File: config.mk
export PLATFORM = sky130hd
export DESIGN_NAME = mult_sequencer
export DESIGN_NICKNAME = d
export VERILOG_FILES = /design/src/rtl/mult_sequencer.sv
export SDC_FILE = /design/constraint.sdc
export NUM_CORES = 1
export LEC_CHECK = 0
export BUFFER_PORTS_ARGS = -buffer_cell sky130_fd_sc_hd__buf_2
export CAP_MARGIN = 15
export CELL_PAD_IN_SITES_DETAIL_PLACEMENT = 1
export CELL_PAD_IN_SITES_GLOBAL_PLACEMENT = 1
export CORE_UTILIZATION = 42
export DETAILED_ROUTE_END_ITERATION = 8
export PLACE_DENSITY_LB_ADDON = 0.1
export SLEW_MARGIN = 20
export SYNTH_ARGS = -nofsm -noshare
export SYNTH_HDL_FRONTEND = slang
export SYNTH_SLANG_ARGS = --single-unit
File: constraint.sdc
create_clock -name clk -period 4.6 [get_ports clk]
set_input_delay 0.92 -clock clk [delete_from_list [all_inputs] [get_ports clk]]
set_output_delay 0.92 -clock clk [all_outputs]
set_load 0.02 [all_outputs]
File: src/rtl/mult_sequencer.sv
// Iterative shift-and-add multiplier for the EX stage. It borrows the shared ALU
// for its adds and shifts, and it stalls the pipeline while a multiply runs.
module mult_sequencer #(
  parameter int WIDTH      = 32,
  parameter bit EARLY_EXIT = 1'b1
) (
  input  logic             clk,
  input  logic             rst_n,
  input  logic             start,
  input  logic             flush,
  input  logic [WIDTH-1:0] a,
  input  logic [WIDTH-1:0] b,
  input  logic [WIDTH-1:0] alu_result,
  output logic             alu_sel,
  output logic [WIDTH-1:0] alu_reg1,
  output logic [WIDTH-1:0] alu_reg2,
  output logic [2:0]       alu_op,
  output logic [3:0]       alu_shift,
  output logic             stall,
  output logic             busy,
  output logic             done,
  output logic [WIDTH-1:0] result
);

  // state   | meaning
  // S_IDLE  | waiting for start; ALU belongs to the pipeline
  // S_ADD   | P <= P + M through the ALU
  // S_SHIFT | M <= M << 1 through the ALU, Q shifted locally, cnt advanced
  // S_DONE  | done pulse; result captured on the edge leaving this state

  localparam int CW = $clog2(WIDTH + 1);

  localparam logic [2:0] OP_ADD = 3'b010;
  localparam logic [2:0] OP_SLL = 3'b011;

  typedef enum logic [1:0] {
    S_IDLE  = 2'd0,
    S_ADD   = 2'd1,
    S_SHIFT = 2'd2,
    S_DONE  = 2'd3
  } state_t;

  state_t state, state_nxt;

  logic [WIDTH-1:0] p, m, q;
  logic [CW-1:0]    cnt;
  logic [WIDTH-1:0] q_shr;
  logic [CW-1:0]    cnt_inc;
  logic             accept;

  assign q_shr   = q >> 1;
  assign cnt_inc = cnt + 1'b1;
  assign accept  = (state == S_IDLE) && start && !flush;

  // Next step after loading or after a shift, given the multiplier still
  // remaining and the number of shift steps already done.
  function automatic state_t decide(input logic [WIDTH-1:0] qv,
                                    input logic [CW-1:0]    c);
    if ((EARLY_EXIT && (qv == '0)) || (c == CW'(WIDTH)))
      return S_DONE;
    else if (qv[0])
      return S_ADD;
    else
      return S_SHIFT;
  endfunction

  always_ff @(posedge clk or negedge rst_n) begin
    if (!rst_n)
      state <= S_IDLE;
    else
      state <= state_nxt;
  end

  always_comb begin
    state_nxt = state;
    case (state)
      S_IDLE:  if (accept) state_nxt = decide(b, '0);
      S_ADD:   state_nxt = flush ? S_IDLE : S_SHIFT;
      S_SHIFT: state_nxt = flush ? S_IDLE : decide(q_shr, cnt_inc);
      S_DONE:  state_nxt = S_IDLE;
      default: state_nxt = S_IDLE;
    endcase
  end

  always_comb begin
    alu_sel   = 1'b0;
    alu_reg1  = '0;
    alu_reg2  = '0;
    alu_op    = 3'b000;
    alu_shift = 4'd0;
    case (state)
      S_ADD: begin
        alu_sel  = 1'b1;
        alu_reg1 = p;
        alu_reg2 = m;
        alu_op   = OP_ADD;
      end
      S_SHIFT: begin
        alu_sel   = 1'b1;
        alu_reg1  = m;
        alu_op    = OP_SLL;
        alu_shift = 4'd1;
      end
      default: ;
    endcase
  end

  // The request-cycle term is combinational, so the pipeline freezes on the
  // same cycle that start is seen.
  assign stall = accept || (state == S_ADD) || (state == S_SHIFT);
  assign busy  = (state != S_IDLE);
  assign done  = (state == S_DONE);

  always_ff @(posedge clk or negedge rst_n) begin
    if (!rst_n) begin
      p      <= '0;
      m      <= '0;
      q      <= '0;
      cnt    <= '0;
      result <= '0;
    end else begin
      case (state)
        S_IDLE: begin
          if (accept) begin
            p   <= '0;
            m   <= a;
            q   <= b;
            cnt <= '0;
          end
        end
        S_ADD: begin
          if (!flush) p <= alu_result;
        end
        S_SHIFT: begin
          if (!flush) begin
            m   <= alu_result;
            q   <= q_shr;
            cnt <= cnt_inc;
          end
        end
        S_DONE:  result <= p;
        default: ;
      endcase
    end
  end

endmodule

==> results of run 1 <==
[state kept, by name, indices dropped and copies added (netlist names)]
register  cells
cnt           6
state         2
m            32
q            31
result       32
p            32
[layout make-up]
cell class / count / area (sq um)
multi-input cells: 492 / 3110
clock buffers: 18 / 439
repair buffers: 209 / 1080
flip-flops and latches: 135 / 3380
well taps: 211 / 264
clock inverters: 14 / 181
fillers: 1808 / 6950
inverters: 5 / 18.8
[worst max-delay path, stage by stage (launching register included)]
cell and delay, ns:
dfrtp_1 0.42, inv_1 0.18, ha_4 0.77, a22oi_1 0.26
nor2b_1 0.22, buf_2 0.21
[placed cells by master (no fill, tap or decap), types with 4 or more instances in the layout]
cell         n
mux2_2      30
clkinv_2     6
a22oi_1     32
o21ai_0     61
inv_1        4
o21ai_1     12
and2_1      32
buf_2      201
clkbuf_16   17
mux2i_1     62
nand2_1    137
nand4_1      4
nor2_1       7
bufinv_16    4
nand3_1     33
buf_4        6
nor4_1      15
dfrtp_1    135
nor2b_1     34
conb_1       4
[per-stage QoR]
stage	hold WS, ns	std cells
final	0.495	1084
after global routing	0.523	1084
after CTS	0.500	1084
after detailed placement	0.477	1052
after global placement	0.472	1052
after floorplan	0.456	687
[cells by family after synthesis]
| logic type | share of synthesized area, % |
|---|---|
| simple gates | 19.1 |
| flops | 50.1 |
| compound gates | 10.4 |
| mux | 14.5 |
| buf+inv | 4.62 |
| fa+ha+maj | 1.11 |
| other cells | 0.0556 |
| xor+xnor | 0.130 |
[where the power goes]
part / switching, W / leakage (nW) / total (W) / internal [W]
sequential: 0.000430 / 1.77 / 0.00214 / 0.00171
combinational: 0.00166 / 2.28 / 0.00268 / 0.00103
clock: 0.000509 / 0.301 / 0.00142 / 0.000915
[layer usage]
metal,wire (microns),up-vias
met5,0,-
met4,230,0
met3,658,20
met2,10300,129
met1,8470,2910
li1,-,2700
[path summary, 6_finish.rpt]
check | endpoint | slack [ns] | depth (start not counted)
min in group asynchronous | m[8] | 0.56 | 1
worst min register to register | p[17] | 0.50 | 2
max in group asynchronous | result[22] | 3.13 | 2
worst min-delay path | p[17] | 0.50 | 2
worst max-delay path | alu_reg1[30] | 1.17 | 5
worst max register to register | state[1] | 1.69 | 8
==> results.json, run 1 <==
{
  "grt_pass1_vias": 6136,
  "fp.coreArea_sq_um": 15400,
  "dpl_cell_area_sq_um": 7860,
  "overflow": 0,
  "stdcell_area_sq_um": 8480,
  "yosys-top-cells-count": "nand2_1, dfrtp_1, mux2i_1",
  "synthFlopType": "dfrtp_1",
  "ant_nets": 0,
  "cp.required_ns": 3.68,
  "final_core_util_pct": 55.0,
  "htree_num_levels": 4,
  "setup_viol": 0,
  "top_usage_layer": "met2",
  "cp-startpoint": "state[0]",
  "vias": 5759,
  "hold_viol_final": 0,
  "synth_area_leaders": "dfrtp_1, mux2i_1, nand2_1",
  "slew-limit-headroom_pct": 31.5,
  "synthCells": 684,
  "worst_hold_startpoint": "p[17]",
  "grt_pass1_wl_microns": 32300,
  "start_util_pct": 43.7,
  "vias_per_cell": 5.31,
  "start_kind": "flip-flop",
  "cp_max_fo": 66,
  "routabilityCongestion": 0.805,
  "syn-cell-area_sq_um": 6750,
  "rows": 45,
  "yosysMostFrequentCell": "nand2_1",
  "clk_path_buf_depth": 2,
  "fin_crit_sh_pct": 74.5,
  "cp-end-kind": "primary output",
  "maxCapViolations": 0,
  "postSynthAreaPerCell_sq_um": 9.87,
  "die-area_sq_um": 16600,
  "use_met1_pct": 30.9,
  "root_buffer": "clkbuf_16",
  "cts_setup_buffers": 0,
  "vdd_drop_max_mv": 0.330,
  "pin_count": 207,
  "ys_ff_latch": 135,
  "r2r_start": "state[0]",
  "cts_tree": "done",
  "yosys_warnings": 0,
  "grt_start_max_net_pins": 130,
  "arrival_ns": 2.51,
  "async_reset_ff_share_pct": 100,
  "clock-sinks": 135,
  "path_class": "flip-flop to primary output",
  "antenna_found_initial": 0,
  "cts_resized": 0,
  "setup_tns_ns": 0,
  "synth_top_area_share_pct": 50.1,
  "die_h_microns": 129,
  "drt_pass1_iterations": 4,
  "clk_latency_ns": 0.41,
  "place_ws_ns": 1.64,
  "status": "finished, final reports clean",
  "numCtsBuffers": 17,
  "ys_types": 38,
  "grtUsageMet2_pct": 45.2,
  "first_iter_violations": 266,
  "drc_errors": 0,
  "drt_wl_total_microns": 19700,
  "power_w": 0.00625,
  "worst_slack_ns": 1.17,
  "dp_hpwl_microns": 13400,
  "final.min_clock_period_ns": 3.43,
  "syn_to_final_growth_pct": 25.6,
  "clkTransAtPathRegs_ns": 0.06,
  "grt_use_met3_pct": 4.24,
  "max_freq_mhz": 292,
  "hp-class": "flip-flop to flip-flop",
  "layout.nets": 966,
  "io_buffer_count": 202,
  "slew_violations": 0,
  "rsz0062_at_grt": "false",
  "cts-hold-fix-buffers": 0,
  "worst_pin_slew_ns": 1.03,
  "routedWlPerCell_microns": 18.2,
  "drive_gt1_share_pct": 32.2,
  "seq_area_frac_synth_pct": 50.1,
  "power.density_nw_per_um2": 737,
  "grtUsageTotal_pct": 25.3,
  "yosysTopAreaCell": "dfrtp_1",
  "synth_edf_count": 0,
  "leakage_nw": 4.35,
  "dieWidth_microns": 129,
  "antenna-diode-count": 0,
  "skew_ns": 0.00704
}
Power figures use the tool's default switching activity.
==> run 2, diff against run 1 <==
--- a/config.mk
+++ b/config.mk
@@ -9,7 +9,7 @@
 export CAP_MARGIN = 15
 export CELL_PAD_IN_SITES_DETAIL_PLACEMENT = 1
 export CELL_PAD_IN_SITES_GLOBAL_PLACEMENT = 1
-export CORE_UTILIZATION = 42
+export CORE_UTILIZATION = 39
 export DETAILED_ROUTE_END_ITERATION = 8
 export PLACE_DENSITY_LB_ADDON = 0.1
 export SLEW_MARGIN = 20
==> constraint.sdc (replaced) <==
create_clock -name clk -period 3.33 [get_ports clk]
set_input_delay 0.666 -clock clk [delete_from_list [all_inputs] [get_ports clk]]
set_output_delay 0.666 -clock clk [all_outputs]
set_load 0.02 [all_outputs]
==> run 2 against run 1 <==
Global-route usage down 1.9 points. Sequential power up 37%. Die area up 7.6%. Design area up 2.0%. Critical path depth unchanged. Core utilization down 3.4 points. Critical path type unchanged. Sequential share of layout area down 0.78 points. Final cell count up 1.4%. Worst hold slack worse by 0.22 ns.
==> results.json, run 2 (synthesis gave the netlist of run 1 again) <==
{
  "status": "finished, final reports clean",
  "first_iter_violations": 251,
  "cts-hold-fix-buffers": 0,
  "cp-end-kind": "primary output",
  "routabilityCongestion": 0.827,
  "worst_pin_slew_ns": 0.747,
  "worst_slack_ns": 0.352,
  "routedWlPerCell_microns": 18.2,
  "place_ws_ns": 0.765,
  "vias": 5705,
  "root_buffer": "clkbuf_16",
  "drc_errors": 0,
  "cts_setup_buffers": 0,
  "path_class": "flip-flop to primary output",
  "cts_tree": "done",
  "leakage_nw": 4.42,
  "drt_wl_total_microns": 20000,
  "overflow": 0,
  "vias_per_cell": 5.19,
  "grt_start_max_net_pins": 80,
  "fill_cells": 1945,
  "antenna_found_initial": 2,
  "setup_viol": 0,
  "rsz0062_at_grt": "false",
  "pin_count": 207,
  "io_buffer_count": 202,
  "layout.nets": 970,
  "htree_num_levels": 4,
  "dieWidth_microns": 134,
  "grtUsageTotal_pct": 23.4,
  "clk_path_buf_depth": 2,
  "setup_tns_ns": 0,
  "ant_nets": 0,
  "cts_resized": 0,
  "drt_pass1_iterations": 4,
  "final_cell_mix": "buf_2, nand2_1, dfrtp_1",
  "power_w": 0.00898,
  "fp.coreArea_sq_um": 16800,
  "largestRegisters": "m x32, p x32, result x32",
  "arrival_ns": 2.31,
  "cp_max_fo": 18,
  "rows": 47,
  "hold_viol_final": 0,
  "hp-class": "input pin to asynchronous set/reset pin",
  "power.density_nw_per_um2": 1040,
  "cpPeakStageDelay_ns": 0.67,
  "multi_input_area_sq_um": 3100,
  "dp_hpwl_microns": 14100,
  "clock-sinks": 135,
  "syn_to_final_growth_pct": 28.1,
  "grt_pass1_wl_microns": 32500,
  "clkTransAtPathRegs_ns": 0.06,
  "slew_violations": 0,
  "fin_hold_ws_ns": 0.275,
  "vdd_drop_max_mv": 0.440,
  "die_h_microns": 134,
  "final.min_clock_period_ns": 2.98,
  "fin_crit_sh_pct": 89.4,
  "maxCapViolations": 0,
  "skew_ns": 0.00461,
  "layout_commonest_cell": "buf_2",
  "start_util_pct": 40.3,
  "drive_gt1_share_pct": 32.3,
  "max_freq_mhz": 336,
  "start_kind": "flip-flop",
  "clk_latency_ns": 0.42,
  "cp.required_ns": 2.66,
  "cp_slowest_cell": "ha_1",
  "die-area_sq_um": 17800,
  "path_cells": "inv_1, ha_1, buf_4, nor2b_1, buf_2",
  "register_area_sq_um": 3380,
  "slew-limit-headroom_pct": 50.2,
  "grt_pass1_vias": 6027,
  "numCtsBuffers": 17
}
## run 2: changes by cell type in the layout (fill, tap and decap cells not counted), sizes merged
cell,previous run,this run
clkbuf,18,19
diode,0,2
buf,209,213
bufinv,4,7
clkinvlp,3,4
clkinv,7,2
## run 2: area by class of cell
class / instances / area share (%)
sequential: 135 / 39.1
multi-input combinational: 492 / 35.9
timing repair buffer: 213 / 13.6
clock buffer: 19 / 5.12
tap: 220 / 3.18
clock inverter: 13 / 2.89
inverter: 5 / 0.217
antenna: 2 / 0.0579
## run 2: worst max-delay path: cells and delay by family (launching register included)
kind | cells | cell delay, ns
fa+ha+maj | 1 | 0.67
buf+inv | 3 | 0.62
flops | 1 | 0.43
simple gates | 1 | 0.17
## run 2: per-stage QoR
| stage | instance area [sq um] | std cells | utilization, % |
|---|---|---|---|
| after floorplan | 6760 | 687 | - |
| after global placement | 7950 | 1065 | 47.4 |
| after detailed placement | 7950 | 1065 | 47.4 |
| after CTS | 8640 | 1097 | 51.6 |
| after global routing | 8640 | 1097 | 51.6 |
| final | 8650 | 1099 | 51.6 |
## run 2: worst paths after layout
| path | startpoint | to | slack (ns) | depth (start not counted) |
|---|---|---|---|---|
| max reg2reg | state[0] | m[1] | 0.97 | 8 |
| max in group asynchronous | rst_n | p[13] | 2.24 | 2 |
| min reg2reg | result[6] | result[6] | 0.49 | 1 |
| max | state[1] | alu_reg1[11] | 0.35 | 5 |
| min | rst_n | p[8] | 0.27 | 1 |
| min in group clk | result[6] | result[6] | 0.49 | 1 |
## run 2: power breakdown
| group | internal (W) | switching [W] |
|---|---|---|
| Combinational | 0.00149 | 0.00232 |
| Clock | 0.00150 | 0.000729 |
| Sequential | 0.00237 | 0.000572 |
| Total | 0.00535 | 0.00362 |
## run 2: layer usage
metal	vias up	global-route usage [%]	share of wire (%)
li1	2718	-	-
met1	2821	28.7	43
met2	140	40.7	51
met3	26	5.02	4.5
met4	0	7.95	1.8
met5	-	0	0
==> run 3, diff against run 2 <==
--- a/config.mk
+++ b/config.mk
@@ -5,11 +5,12 @@
 export SDC_FILE = /design/constraint.sdc
 export NUM_CORES = 1
 export LEC_CHECK = 0
+export ABC_AREA = 1
 export BUFFER_PORTS_ARGS = -buffer_cell sky130_fd_sc_hd__buf_2
 export CAP_MARGIN = 15
 export CELL_PAD_IN_SITES_DETAIL_PLACEMENT = 1
 export CELL_PAD_IN_SITES_GLOBAL_PLACEMENT = 1
-export CORE_UTILIZATION = 39
+export CORE_UTILIZATION = 37
 export DETAILED_ROUTE_END_ITERATION = 8
 export PLACE_DENSITY_LB_ADDON = 0.1
 export SLEW_MARGIN = 20
==> run 3 against run 2 <==
Maximum frequency fell by 0.55%. First-iteration DRC count rose by 24%. Clock power fell by 15%. Clock-buffer cell count fell by 1. Synthesized cell count rose by 30%. Register-to-register slack got worse by 0.32 ns. Synthesized area rose by 0.13%. Critical endpoint is now alu_reg1[22].
==> results.json, run 3 <==
{
  "status": "finished, final reports clean",
  "worst_slack_ns": 0.336,
  "syn_to_final_growth_pct": 26.8,
  "layout_commonest_cell": "nand2_1",
  "slew-limit-headroom_pct": 54.9,
  "clkTransAtPathRegs_ns": 0.06,
  "drt_wl_total_microns": 20700,
  "max_freq_mhz": 334,
  "pin_count": 207,
  "register_area_sq_um": 3380,
  "grt_start_max_net_pins": 104,
  "drc_errors": 0,
  "postSynthAreaPerCell_sq_um": 7.63,
  "setup_viol": 0,
  "ant_nets": 0,
  "cts_tree": "done",
  "numCtsBuffers": 17,
  "ff2ff_setup_slack_ns": 0.65,
  "rsz0062_at_grt": "false",
  "cp-end-kind": "primary output",
  "fp.coreArea_sq_um": 17900,
  "cts-hold-fix-buffers": 0,
  "hold_viol_final": 0,
  "synth_edf_count": 0,
  "r2r_end": "cnt[0]",
  "die_h_microns": 137,
  "layout.nets": 1168,
  "cts_resized": 0,
  "first_iter_violations": 310,
  "synthFlopType": "dfrtp_1",
  "grt_pass1_wl_microns": 33500,
  "vias": 6511,
  "final.min_clock_period_ns": 2.99,
  "seq_area_frac_synth_pct": 50.0,
  "place_ws_ns": 0.656,
  "multi_input_area_sq_um": 2860,
  "clk_latency_ns": 0.42,
  "yosys_warnings": 0,
  "slew_violations": 0,
  "async_reset_ff_share_pct": 100,
  "yosysTopAreaCell": "dfrtp_1",
  "routabilityCongestion": 0.778,
  "antenna_found_initial": 1,
  "path_class": "flip-flop to primary output",
  "syn-cell-area_sq_um": 6760,
  "synth_top_area_share_pct": 50.0,
  "leakage_nw": 4.38,
  "pwr-share-clk_pct": 20.8,
  "setup_tns_ns": 0,
  "fill_cells": 2328,
  "power.density_nw_per_um2": 1060,
  "drive_gt1_share_pct": 24.9,
  "rows": 49,
  "die-area_sq_um": 18800,
  "overflow": 0,
  "htree_num_levels": 4,
  "r2r_start": "state[0]",
  "dp_hpwl_microns": 14400,
  "yosys-top-cells-count": "nand2_1, dfrtp_1, nor2_1",
  "largestRegisters": "m x32, p x32, result x32",
  "r2r_cells": 9,
  "arrival_ns": 2.33,
  "drt_pass1_iterations": 6,
  "cts_setup_buffers": 0,
  "root_buffer": "clkbuf_16",
  "worst_pin_slew_ns": 0.676,
  "synthCells": 886,
  "internal_power_w": 0.00493,
  "ys_types": 23,
  "start_kind": "flip-flop",
  "io_buffer_count": 202,
  "grt_pass1_vias": 6512,
  "cp_max_fo": 45,
  "ys_ff_latch": 135,
  "fin_crit_sh_pct": 89.9,
  "dieWidth_microns": 137,
  "vdd_drop_max_mv": 0.527,
  "final_cell_mix": "nand2_1, buf_2, dfrtp_1",
  "grtUsageTotal_pct": 23.3,
  "hp-class": "input pin to asynchronous set/reset pin",
  "antenna-diode-count": 0,
  "start_util_pct": 37.7,
  "clk_path_buf_depth": 2,
  "power_switching_share_pct": 45.7,
  "p_sw_w": 0.00415,
  "skew_ns": 0.00834,
  "maxCapViolations": 0,
  "routedWlPerCell_microns": 15.9,
  "yosysMostFrequentCell": "nand2_1",
  "clock-sinks": 135,
  "synth_area_leaders": "dfrtp_1, nand2_1, nor2_1",
  "vias_per_cell": 5.00,
  "seqPwrFrac_pct": 32.0,
  "combPwrFrac_pct": 47.3,
  "cp.required_ns": 2.66
}
[run 3: cell types whose count changed after synthesis, sizes merged, moves of 53 or more]
cell,previous run,this run
mux2i,62,0
inv,5,73
a31oi,2,59
nand2,138,262
nor2,7,126
a21oi,3,56
[run 3: final cells by class]
type,instances,area share (%)
sequential,135,39.4
multi-input combinational,617,33.3
timing repair buffer,218,13.9
clock buffer,18,5.01
tap,229,3.34
inverter,73,3.20
clock inverter,13,1.84
[run 3: cells by family (layout without fill, tap and decap cells)]
family,Yosys count,count (layout),share of synthesized area [%]
AOI/OAI and AO/OA,153,153,12.9
xor gates and xnor gates,2,2,0.259
adders and majority gates,6,6,1.11
buffers and inverters,137,322,8.37
DFF,135,135,50.0
muxes,11,11,1.83
other,1,4,0.0555
and+or+nand+nor,441,441,25.5
[run 3: stage by stage]
stage | total power, W | hold WS (ns) | std cells | util, % | area (sq um)
4_1_cts | 0.00919 | 0.274 | 1303 | 47.9 | 8570
5_1_grt | 0.00981 | 0.291 | 1303 | 47.9 | 8570
3_5_place_dp | 0.00726 | 0.491 | 1272 | 44.6 | 7980
2_1_floorplan | 0.00574 | 0.370 | 889 | - | 6770
3_3_place_gp | 0.00715 | 0.486 | 1272 | 44.6 | 7980
6_report | 0.00908 | 0.257 | 1303 | 47.9 | 8570
[run 3: how the worst max path moves through the flow]
stage	from	endpoint	slack, ns
2_1_floorplan	state[0]	alu_reg1[0]	0.67
3_3_place_gp	state[0]	cnt[0]	0.77
3_5_place_dp	state[0]	cnt[0]	0.66
4_1_cts	state[0]	alu_reg1[22]	0.31
5_1_grt	state[0]	alu_reg1[22]	0.16
6_report	state[0]	alu_reg1[22]	0.34
[run 3: layer usage]
metal  vias to the layer above  wire [microns]  GRT usage [%]
met2                       156           10000           38.9
met5                         -               0              0
met4                         0             312           7.26
met3                        22            1070           5.15
li1                       3190               -              -
met1                      3143            9270           29.8
[run 3: worst max-delay path, cell delays in order, from the launching register on]
cell,delay [ns]
dfrtp_1,0.44
inv_1,0.19
ha_4,0.46
buf_12,0.29
nand2_1,0.09
a21oi_1,0.21
buf_2,0.21
[run 3: power by group through the flow]
stage          logic (W)  registers [W]  clock network [W]
5_1_grt          0.00483        0.00300            0.00198
6_report         0.00429        0.00290            0.00189
4_1_cts          0.00436        0.00290            0.00193
3_3_place_gp     0.00426        0.00289                  0
2_1_floorplan    0.00277        0.00298                  0
3_5_place_dp     0.00434        0.00292                  0
